## src/rtl/err_pkg.sv

```systemverilog
// Shared types and helpers for the PID error front end.
// Latency: none (types, constants and pure functions only).
// Backpressure: not applicable.
//
// Contents:
//   sm32_t        - 32-bit sign-magnitude value (bit 31 sign, 30:0 magnitude)
//   fe_state_t    - front-end FSM states
//   SM_MAX_MAG    - largest representable magnitude
//   SM_ZERO       - canonical zero (+0)
//   sm_to_s33     - sign-magnitude to 33-bit two's complement
//   s34_to_sm_sat - 34-bit two's complement to saturated sign-magnitude
package err_pkg;

  typedef struct packed {
    logic        sign;
    logic [30:0] mag;
  } sm32_t;

  typedef enum logic [2:0] {
    ST_IDLE  = 3'd0,
    ST_FILT  = 3'd1,
    ST_SUB   = 3'd2,
    ST_ISSUE = 3'd3,
    ST_WAIT  = 3'd4
  } fe_state_t;

  localparam logic [30:0] SM_MAX_MAG = 31'h7FFFFFFF;
  localparam sm32_t       SM_ZERO    = '{sign: 1'b0, mag: 31'd0};

  // -0 (sign set, zero magnitude) maps to 0 like any other zero.
  function automatic logic signed [32:0] sm_to_s33(input sm32_t v);
    logic signed [32:0] m;
    m = $signed({2'b00, v.mag});
    return v.sign ? -m : m;
  endfunction

  // Clamp to +/-(2^31-1) and convert; the result never carries a negative zero.
  function automatic sm32_t s34_to_sm_sat(input logic signed [33:0] d);
    sm32_t              r;
    logic signed [33:0] maxv;
    logic        [33:0] absd;
    maxv = $signed({3'b000, SM_MAX_MAG});
    r    = SM_ZERO;
    absd = '0;
    if (d > maxv) begin
      r = '{sign: 1'b0, mag: SM_MAX_MAG};
    end else if (d < -maxv) begin
      r = '{sign: 1'b1, mag: SM_MAX_MAG};
    end else begin
      absd   = d[33] ? 34'(-d) : 34'(d);
      r.mag  = absd[30:0];
      r.sign = d[33] && (absd[30:0] != 31'd0);
    end
    return r;
  endfunction

endpackage

```

## src/rtl/err_frontend_mov_avg.sv

```systemverilog
// Moving-average filter: 2^AVG_LOG2-deep window of signed samples plus running sum.
// Latency: one cycle; sum/avg reflect a sample on the cycle after its upd strobe.
// Backpressure: none; every qualified strobe is absorbed.
//
// Ports:
//   clk, rst  - clock, asynchronous active-high reset (window and sum clear)
//   en        - global enable; state holds when low
//   upd       - single-cycle strobe: push din, drop the oldest sample
//   din       - signed 33-bit sample
//   avg       - sum >>> AVG_LOG2 (arithmetic), from the registered sum
module mov_avg #(
  parameter int AVG_LOG2 = 2
) (
  input  logic               clk,
  input  logic               rst,
  input  logic               en,
  input  logic               upd,
  input  logic signed [32:0] din,
  output logic signed [32:0] avg
);

  localparam int DEPTH = 1 << AVG_LOG2;
  localparam int SW    = 33 + AVG_LOG2;

  // win[0] is the newest sample, win[DEPTH-1] the one leaving next.
  logic signed [32:0]   win [DEPTH];
  logic signed [SW-1:0] sum;

  always_ff @(posedge clk or posedge rst) begin
    if (rst) begin
      sum <= '0;
      for (int i = 0; i < DEPTH; i++) begin
        win[i] <= '0;
      end
    end else if (en && upd) begin
      // Sum grows by AVG_LOG2 bits so a window full of extremes cannot wrap.
      sum    <= sum + SW'(din) - SW'(win[DEPTH-1]);
      win[0] <= din;
      for (int i = 1; i < DEPTH; i++) begin
        win[i] <= win[i-1];
      end
    end
  end

  // The mean of 33-bit samples always fits back into 33 bits.
  assign avg = 33'(sum >>> AVG_LOG2);

endmodule

```

## src/rtl/err_frontend.sv

```systemverilog
// PID front end: filter PV samples, form saturated setpoint error, start a PID frame.
// Latency: pv_valid in cycle N -> error registered end of N+2 -> start_calc in N+3.
// Backpressure: one frame in flight; pv_valid outside IDLE is dropped and counted.
//
// Optional build macro: ERR_DEADBAND_EN (force |error| < DEADBAND to +0).
//
// Ports:
//   clk, rst     - clock, asynchronous active-high reset
//   en           - global enable; all state (counters included) holds when low
//   setpoint     - sign-magnitude target, sampled only in SUB
//   pv, pv_valid - sign-magnitude sample and its single-cycle strobe
//   pid_done     - PID frame-complete pulse, honoured only in WAIT
//   error        - registered sign-magnitude error, stable from ISSUE until IDLE
//   start_calc   - one-cycle frame start pulse
//   delta_t      - cycles since the previous start_calc (valid with start_calc)
//   busy         - FSM not in IDLE
//   overrun_cnt  - saturating count of dropped samples
//   timeout      - sticky: a frame was abandoned waiting for pid_done
module err_frontend
  import err_pkg::*;
#(
  parameter int AVG_LOG2 = 2,
  parameter int TIMEOUT  = 1024,
  parameter int DEADBAND = 16
) (
  input  logic        clk,
  input  logic        rst,
  input  logic        en,
  input  logic [31:0] setpoint,
  input  logic [31:0] pv,
  input  logic        pv_valid,
  input  logic        pid_done,
  output logic [31:0] error,
  output logic        start_calc,
  output logic [31:0] delta_t,
  output logic        busy,
  output logic [7:0]  overrun_cnt,
  output logic        timeout
);

  localparam int WW = (TIMEOUT > 1) ? $clog2(TIMEOUT) : 1;

`ifdef ERR_DEADBAND_EN
  localparam bit DB_ON = 1'b1;
`else
  localparam bit DB_ON = 1'b0;
`endif

  fe_state_t          state;
  sm32_t              pv_q;
  logic [31:0]        cyc_cnt;
  logic [31:0]        cyc_inc;
  logic [WW-1:0]      wait_cnt;
  logic signed [32:0] pv_s33;
  logic signed [32:0] avg;
  logic signed [33:0] diff;
  sm32_t              diff_sm;
  sm32_t              err_next;
  logic               avg_upd;

  assign pv_s33  = sm_to_s33(pv_q);
  assign avg_upd = (state == ST_FILT);

  mov_avg #(
    .AVG_LOG2 (AVG_LOG2)
  ) u_mov_avg (
    .clk (clk),
    .rst (rst),
    .en  (en),
    .upd (avg_upd),
    .din (pv_s33),
    .avg (avg)
  );

  // Both operands are within +/-(2^31-1), so 34 bits cannot overflow.
  assign diff    = 34'(sm_to_s33(setpoint)) - 34'(avg);
  assign diff_sm = s34_to_sm_sat(diff);

  always_comb begin
    err_next = diff_sm;
    if (DB_ON && (32'(diff_sm.mag) < 32'(DEADBAND))) begin
      err_next = SM_ZERO;
    end
  end

  assign cyc_inc = (cyc_cnt == 32'hFFFF_FFFF) ? cyc_cnt : cyc_cnt + 32'd1;
  assign busy    = (state != ST_IDLE);

  always_ff @(posedge clk or posedge rst) begin
    if (rst) begin
      state       <= ST_IDLE;
      pv_q        <= SM_ZERO;
      error       <= '0;
      start_calc  <= 1'b0;
      delta_t     <= '0;
      overrun_cnt <= '0;
      timeout     <= 1'b0;
      cyc_cnt     <= '0;
      wait_cnt    <= '0;
    end else if (en) begin
      start_calc <= 1'b0;
      cyc_cnt    <= cyc_inc;

      if (pv_valid && (state != ST_IDLE) && (overrun_cnt != 8'hFF)) begin
        overrun_cnt <= overrun_cnt + 8'd1;
      end

      case (state)
        ST_IDLE: begin
          if (pv_valid) begin
            pv_q  <= pv;
            state <= ST_FILT;
          end
        end
        ST_FILT: begin
          state <= ST_SUB;
        end
        ST_SUB: begin
          error      <= err_next;
          start_calc <= 1'b1;
          // delta_t is the counter value during the ISSUE cycle, so it is
          // presented alongside start_calc.
          delta_t    <= cyc_inc;
          state      <= ST_ISSUE;
        end
        ST_ISSUE: begin
          // pid_done here is deliberately ignored; only WAIT listens for it.
          cyc_cnt  <= 32'd1;
          wait_cnt <= '0;
          state    <= ST_WAIT;
        end
        ST_WAIT: begin
          if (pid_done) begin
            state <= ST_IDLE;
          end else if (wait_cnt == WW'(TIMEOUT - 1)) begin
            timeout <= 1'b1;
            state   <= ST_IDLE;
          end else begin
            wait_cnt <= wait_cnt + 1'b1;
          end
        end
        default: begin
          state <= ST_IDLE;
        end
      endcase
    end
  end

endmodule

```

## config.mk

```make
export PLATFORM = sky130hd
export DESIGN_NAME = err_frontend
export DESIGN_NICKNAME = d
export VERILOG_FILES = /design/src/rtl/err_pkg.sv /design/src/rtl/err_frontend_mov_avg.sv /design/src/rtl/err_frontend.sv
export SDC_FILE = /design/constraint.sdc
export NUM_CORES = 1
export LEC_CHECK = 0
export CORE_MARGIN = 4
export CORE_UTILIZATION = 45
export CTS_CLUSTER_SIZE = 40
export DETAILED_ROUTE_END_ITERATION = 16
export GPL_ROUTABILITY_DRIVEN = 0
export MAX_ROUTING_LAYER = met4
export PLACE_DENSITY = 0.66
export SLEW_MARGIN = 20
export SYNTH_ARGS = -nofsm -noshare
export SYNTH_HDL_FRONTEND = slang
export SYNTH_HIERARCHICAL = 1
export SYNTH_SLANG_ARGS = --single-unit
```

## constraint.sdc

```tcl
create_clock -name clk -period 10.2 [get_ports clk]
set_clock_uncertainty 0.2 [all_clocks]
set_input_delay 2.04 -clock clk [delete_from_list [all_inputs] [get_ports clk]]
set_output_delay 2.04 -clock clk [all_outputs]
set_load 0.05 [all_outputs]
```

# ---- Word-level counts from Yosys, hierarchy flattened
# Index checks and enable logic that the tools add are counted.
dict set report word_totals {
  in_bits 69
  ff_bits 318
  word_cells 67
}
dict set report op_classes {
  reduce_logical 14
  n_lt_le_gt_ge 2
  add_sub_neg 9
  bitwise 1
  n_eq_ne 11
  muxes 15
}
# op n
set ops {}
lappend ops {{$mux 32} 4}
lappend ops {{$mux 33} 2}
lappend ops {{$neg 31->33} 2}
lappend ops {{$add 35x33->35} 1}
lappend ops {{$sub 35x33->35} 1}
lappend ops {{$gt 34x32->1 const B} 1}
lappend ops {{$lt 34x32->1 const B} 1}
lappend ops {{$sub 33x33->34} 1}
lappend ops {{$add 32x1->32 const B} 1}
lappend ops {{$eq 32x32->1 const B} 1}
lappend ops {{$mux 31} 1}
lappend ops {{$neg 31->31} 1}
lappend ops {{$reduce_bool 31->1} 1}
lappend ops {{$mux 10} 2}
lappend ops {{$pmux 10 s2} 1}
lappend ops {{$pmux 3 s5} 1}
lappend ops {{$add 10x1->10 const B} 1}
lappend ops {{$eq 10x10->1 const B} 1}
lappend ops {{$mux 3} 3}
lappend ops {{$add 8x1->8 const B} 1}
lappend ops {{$ne 8x8->1 const B} 1}
lappend ops {{$reduce_and 4->1} 2}
lappend ops {{$eq 3x2->1 const B} 2}
lappend ops {{$ne 2x2->1 const B} 3}
lappend ops {{11 further kinds} 16}

# ---- Logic depth before layout (Yosys ltp)
dict set report logic_depth {
  ltp_word 9
  mapped_depth 26
}

# ---- By module
# Netlist, hierarchy kept.
# module instances cells_each area_per_inst_um2 seq_area_each_um2
set modules_own_cells {}
lappend modules_own_cells {err_frontend 1 1347 11335.9 3778.6}
lappend modules_own_cells {mov_avg 1 1094 9359.0 4179.0}

# ---- Least setup slack after synthesis
# No wires, ideal clock.
dict set report synth_timing {
  path_type {input to register}
  start {input port setpoint[10]}
  end {register error[31]}
  arrival_time_ns 7.191
  path_stages 23
  path_buffers 1
  slack_ns 2.682
  setup_ns 0.127
  path_cell_list {or4_1 > nor4_1 > nand2b_1 > nand2b_1 > nand2b_1 > or4_1 > or2_2 > o31ai_1 > xnor2_1 > ha_1 > a21oi_1 > o211ai_1 > and3_1 > a211o_1 > a32oi_1 > clkbuf_1 > nand2_1 > xor2_1 > o2111ai_1 > nor3_2 > nand4_1 > nor4_2 > a21oi_1}
}
dict set report synth_via {
  elab_chain_cells 9
  word_cells_on_any_way 11
}
# item line_no
set synth_rtl {}
lappend synth_rtl {{start, declared} err_frontend.sv:29} ;# input logic [31:0] setpoint,
lappend synth_rtl {{$neg 31->33} err_pkg.sv:34} ;# return v.sign ? -m : m;
lappend synth_rtl {{$mux 33 *} err_pkg.sv:34}
lappend synth_rtl {{$sub 33x33->34 *} err_frontend.sv:76} ;# assign diff = 34'(sm_to_s33(setpoint)) - 34'(avg);
lappend synth_rtl {{$neg 31->31} err_pkg.sv:50} ;# absd = d[33] ? 34'(-d) : 34'(d);
lappend synth_rtl {{$mux 31} err_pkg.sv:50}
lappend synth_rtl {{$reduce_bool 31->1} err_pkg.sv:52} ;# r.sign = d[33] && (absd[30:0] != 31'd0);
lappend synth_rtl {{$logic_and 1x1->1} err_pkg.sv:52}
lappend synth_rtl {{$mux 32} err_pkg.sv:47} ;# end else if (d < -maxv) begin
lappend synth_rtl {{$mux 32 *} err_pkg.sv:45} ;# if (d > maxv) begin
lappend synth_rtl {{end signal, assigned} err_frontend.sv:119} ;# error <= err_next;
lappend synth_rtl {{end, declared} err_frontend.sv:33} ;# output logic [31:0] error,
# Mark *: on every way between the ends. The rest lies on a longest branch, timed or not.
# A chain may end at the register's enable or synchronous reset.

# ---- Worst setup path in the final report
dict set report layout_timing {
  start {input port setpoint[8]}
  end {register error[8]}
}
dict set report layout_via {
  elab_chain_cells 7
  word_cells_on_any_way 9
}
# item line_no
set layout_rtl {}
lappend layout_rtl {{$neg 31->33} err_pkg.sv:34}
lappend layout_rtl {{$mux 33 *} err_pkg.sv:34}
lappend layout_rtl {{$sub 33x33->34 *} err_frontend.sv:76}
lappend layout_rtl {{$neg 31->31} err_pkg.sv:50}
lappend layout_rtl {{$mux 31} err_pkg.sv:50}
lappend layout_rtl {{$mux 32} err_pkg.sv:47}
lappend layout_rtl {{$mux 32 *} err_pkg.sv:45}
# Marks and branches as above.

==> out/results.tsv <==
metric	value	unit
core.rowCount	78	
fin_tns_setup	0	ps
cts_setup_buffers	0	
cp-end-kind	register	
required	10380	ps
synth_ff_type	dfrtp_1	
max_slew_margin	25.7	%
yosys.area.top_type_share	38.5	%
finalHoldViolCount	0	
grt_usage	19.6	%
die_h	222	um
root_buffer	clkbuf_16	
drcViolationCount	0	
synth_edf_count	0	
grt_pass1_wl	80000	um
cp.arrival	8690	ps
drt_iter0_drc	1385	
grt_remaining_overflow	0	
synth_seq_area_share	38.5	%
clkTransAtPathRegs	60	ps
hpwlAfterDp	35600	um
first_pass_iters	8	
synth_cell_types	105	
layout-drive-gt1-share	6.56	%
syn_area_per_cell	8.48	um^2
cts_made_buffers	38	
drv_cap	0	
post-route-min-period	8520	ps
antenna_found_initial	7	
start_util	45.6	%
cts_hold_buf	0	
cts_tree	built	
antenna_left	0	
cts_sinks	318	
max_freq	117	MHz
wl_per_cell	15.3	um
cp_max_fo	25	
async_flop_share	100	%
drt-total-wl	47900	um
core	45400	um^2
route.vias.total	16700	
clockBufferDepth	3	
ys_warn_count	6	
synth_seq_cells	318	
min_from	u_mov_avg/win[48]$_DFFE_PP0P_	
setup.worst_path.start	setpoint[8]	
critPathLaunchType	input port	
viasPerCell	5.34	
io_buffers	143	
hold_path.class	reg -> reg	
dieArea	49500	um^2
grt_pass1_vias	15900	
drv_slew	0	
setup_viol	0	
clkLatencyLatePin	550	ps
io_pins	144	
period_share	83.5	%
rsz0062_at_grt	no	
syn_to_final_growth	14.2	%
synth_fp_nets	2620	
worstSetupPathType	in -> reg	
grt_max_degree	112	
cts_resized	0	
yosysTopAreaCell	dfrtp_1	
r2r_start	pv_q[0]$_DFFE_PP0P_	
worstMarginPinSlew	1110	ps
htreeDepth	2	
nets	2680	
die_x	222	um
synth_area_leaders	dfrtp_1 (38%), nand2_1 (10%), xnor2_1 (5.4%)	
syn_area	20700	um^2
outcome	complete, no violations	
synthCells	2441	
final timing paths:
path	cells past startpoint	slack [ps]	endpoint
worst max-delay path	22	1680	error[8]$_DFFE_PP0P_
worst min-delay path	2	250	u_mov_avg/win[15]$_DFFE_PP0P_
worst min register to register	2	250	u_mov_avg/win[15]$_DFFE_PP0P_
worst max register to register	21	4150	u_mov_avg/sum[33]$_DFFE_PP0P_
min in group asynchronous	2	1980	overrun_cnt[7]$_DFFE_PP0P_
max in group asynchronous	3	6340	u_mov_avg/win[27]$_DFFE_PP0P_
kinds of logic after synthesis:
group                    count (synthesis)  synth area share (%)
adder cells (fa/ha/maj)                110                  7.92
buffers and inverters                  332                  6.89
multiplexers                            42                  2.24
flip-flops                             318                  38.5
XOR/XNOR                               172                  7.35
AO/OA/AOI/OAI                          534                  16.5
AND/OR/NAND/NOR                        933                  20.6
through the flow:
step	hold WS (ps)	area, um^2	worst slack (ps)	util (%)	std cells
after floorplan	239	20700	2680	-	2441
after global placement	246	22300	1340	49.2	3061
after detailed placement	246	22300	1200	49.2	3061
after CTS	252	23600	1720	52.0	3129
after global routing	272	23600	1190	52.1	3136
final	249	23600	1680	52.1	3136
cells in the final DEF (no fill, tap or decap), drive strengths merged, types with 58 or more instances in the layout:
cell | synthesis | final
nand2 | 576 | 576
dfrtp | 318 | 318
o21ai | 208 | 208
inv | 199 | 202
clkdlybuf4s50 | 0 | 143
xnor2 | 130 | 130
a21oi | 111 | 111
nor2 | 104 | 104
ha | 75 | 75
clkbuf | 76 | 58
worst max-delay path: stages:
cell,delay (ps)
clkdlybuf4s50_1,470
or4_1,620
nor4_1,710
nand2b_1,210
nand2b_1,230
nand2b_1,190
or4_1,430
or2_2,310
o31ai_1,260
xnor2_1,110
ha_1,350
nand2_1,100
nor2_1,120
nor4b_1,450
a211o_1,230
a32o_1,540
buf_4,310
nand2_1,70
nor2_1,180
a31oi_4,70
nor2_4,520
a31oi_1,160
area by class of cell:
type	count	area, um^2
sequential	318	7960
timing repair buffer	153	1510
clock buffer	58	1140
antenna	7	17.5
fill	4319	21700
inverter	199	757
tap	600	751
multi-input combinational	1791	11300
clock inverter	10	176
state kept, by name, indices dropped and copies added (netlist names):
signal         count
u_mov_avg/win    132
cyc_cnt           32
start_calc         1
delta_t           32
state              3
error             32
overrun_cnt        8
wait_cnt          10
u_mov_avg/sum     35
timeout            1
pv_q              32
metal layers:
layer	vias to the layer above	track usage [%]	wire, um
met5	-	-	0
met3	74	2.83	2140
met2	398	29.9	21600
li1	8373	-	-
met1	7887	27.0	22800
met4	0	6.50	1320
cells in the mapped netlist (all sizes together) (4+ instances only):
| master | n |
|---|---|
| mux2i | 8 |
| or3 | 21 |
| and2 | 17 |
| nand2b | 11 |
| xor2 | 42 |
| nor3 | 21 |
| a311o | 4 |
| and3 | 34 |
| nor2 | 104 |
| or2 | 11 |
| nand3 | 43 |
| nor4 | 14 |
| nor2b | 12 |
| o21bai | 5 |
| a21o | 26 |
| o22a | 7 |
| a31oi | 20 |
| xnor2 | 130 |
| o21ai | 208 |
| o311ai | 4 |
| o31ai | 33 |
| a211o | 4 |
| o22ai | 9 |
| a211oi | 13 |
| mux2 | 34 |
| o211ai | 16 |
| nor3b | 8 |
| buf | 57 |
| o21a | 12 |
| clkbuf | 76 |
| inv | 199 |
| o2111ai | 6 |
| nand4 | 25 |
| fa | 35 |
| dfrtp | 318 |
| nand2 | 576 |
| o31a | 6 |
| and4 | 8 |
| ha | 75 |
| a21oi | 111 |
| o41ai | 9 |
| or4 | 14 |
Power is not shown: default switching activity piles up to over one toggle a cycle in this logic, so the estimate is an artifact.
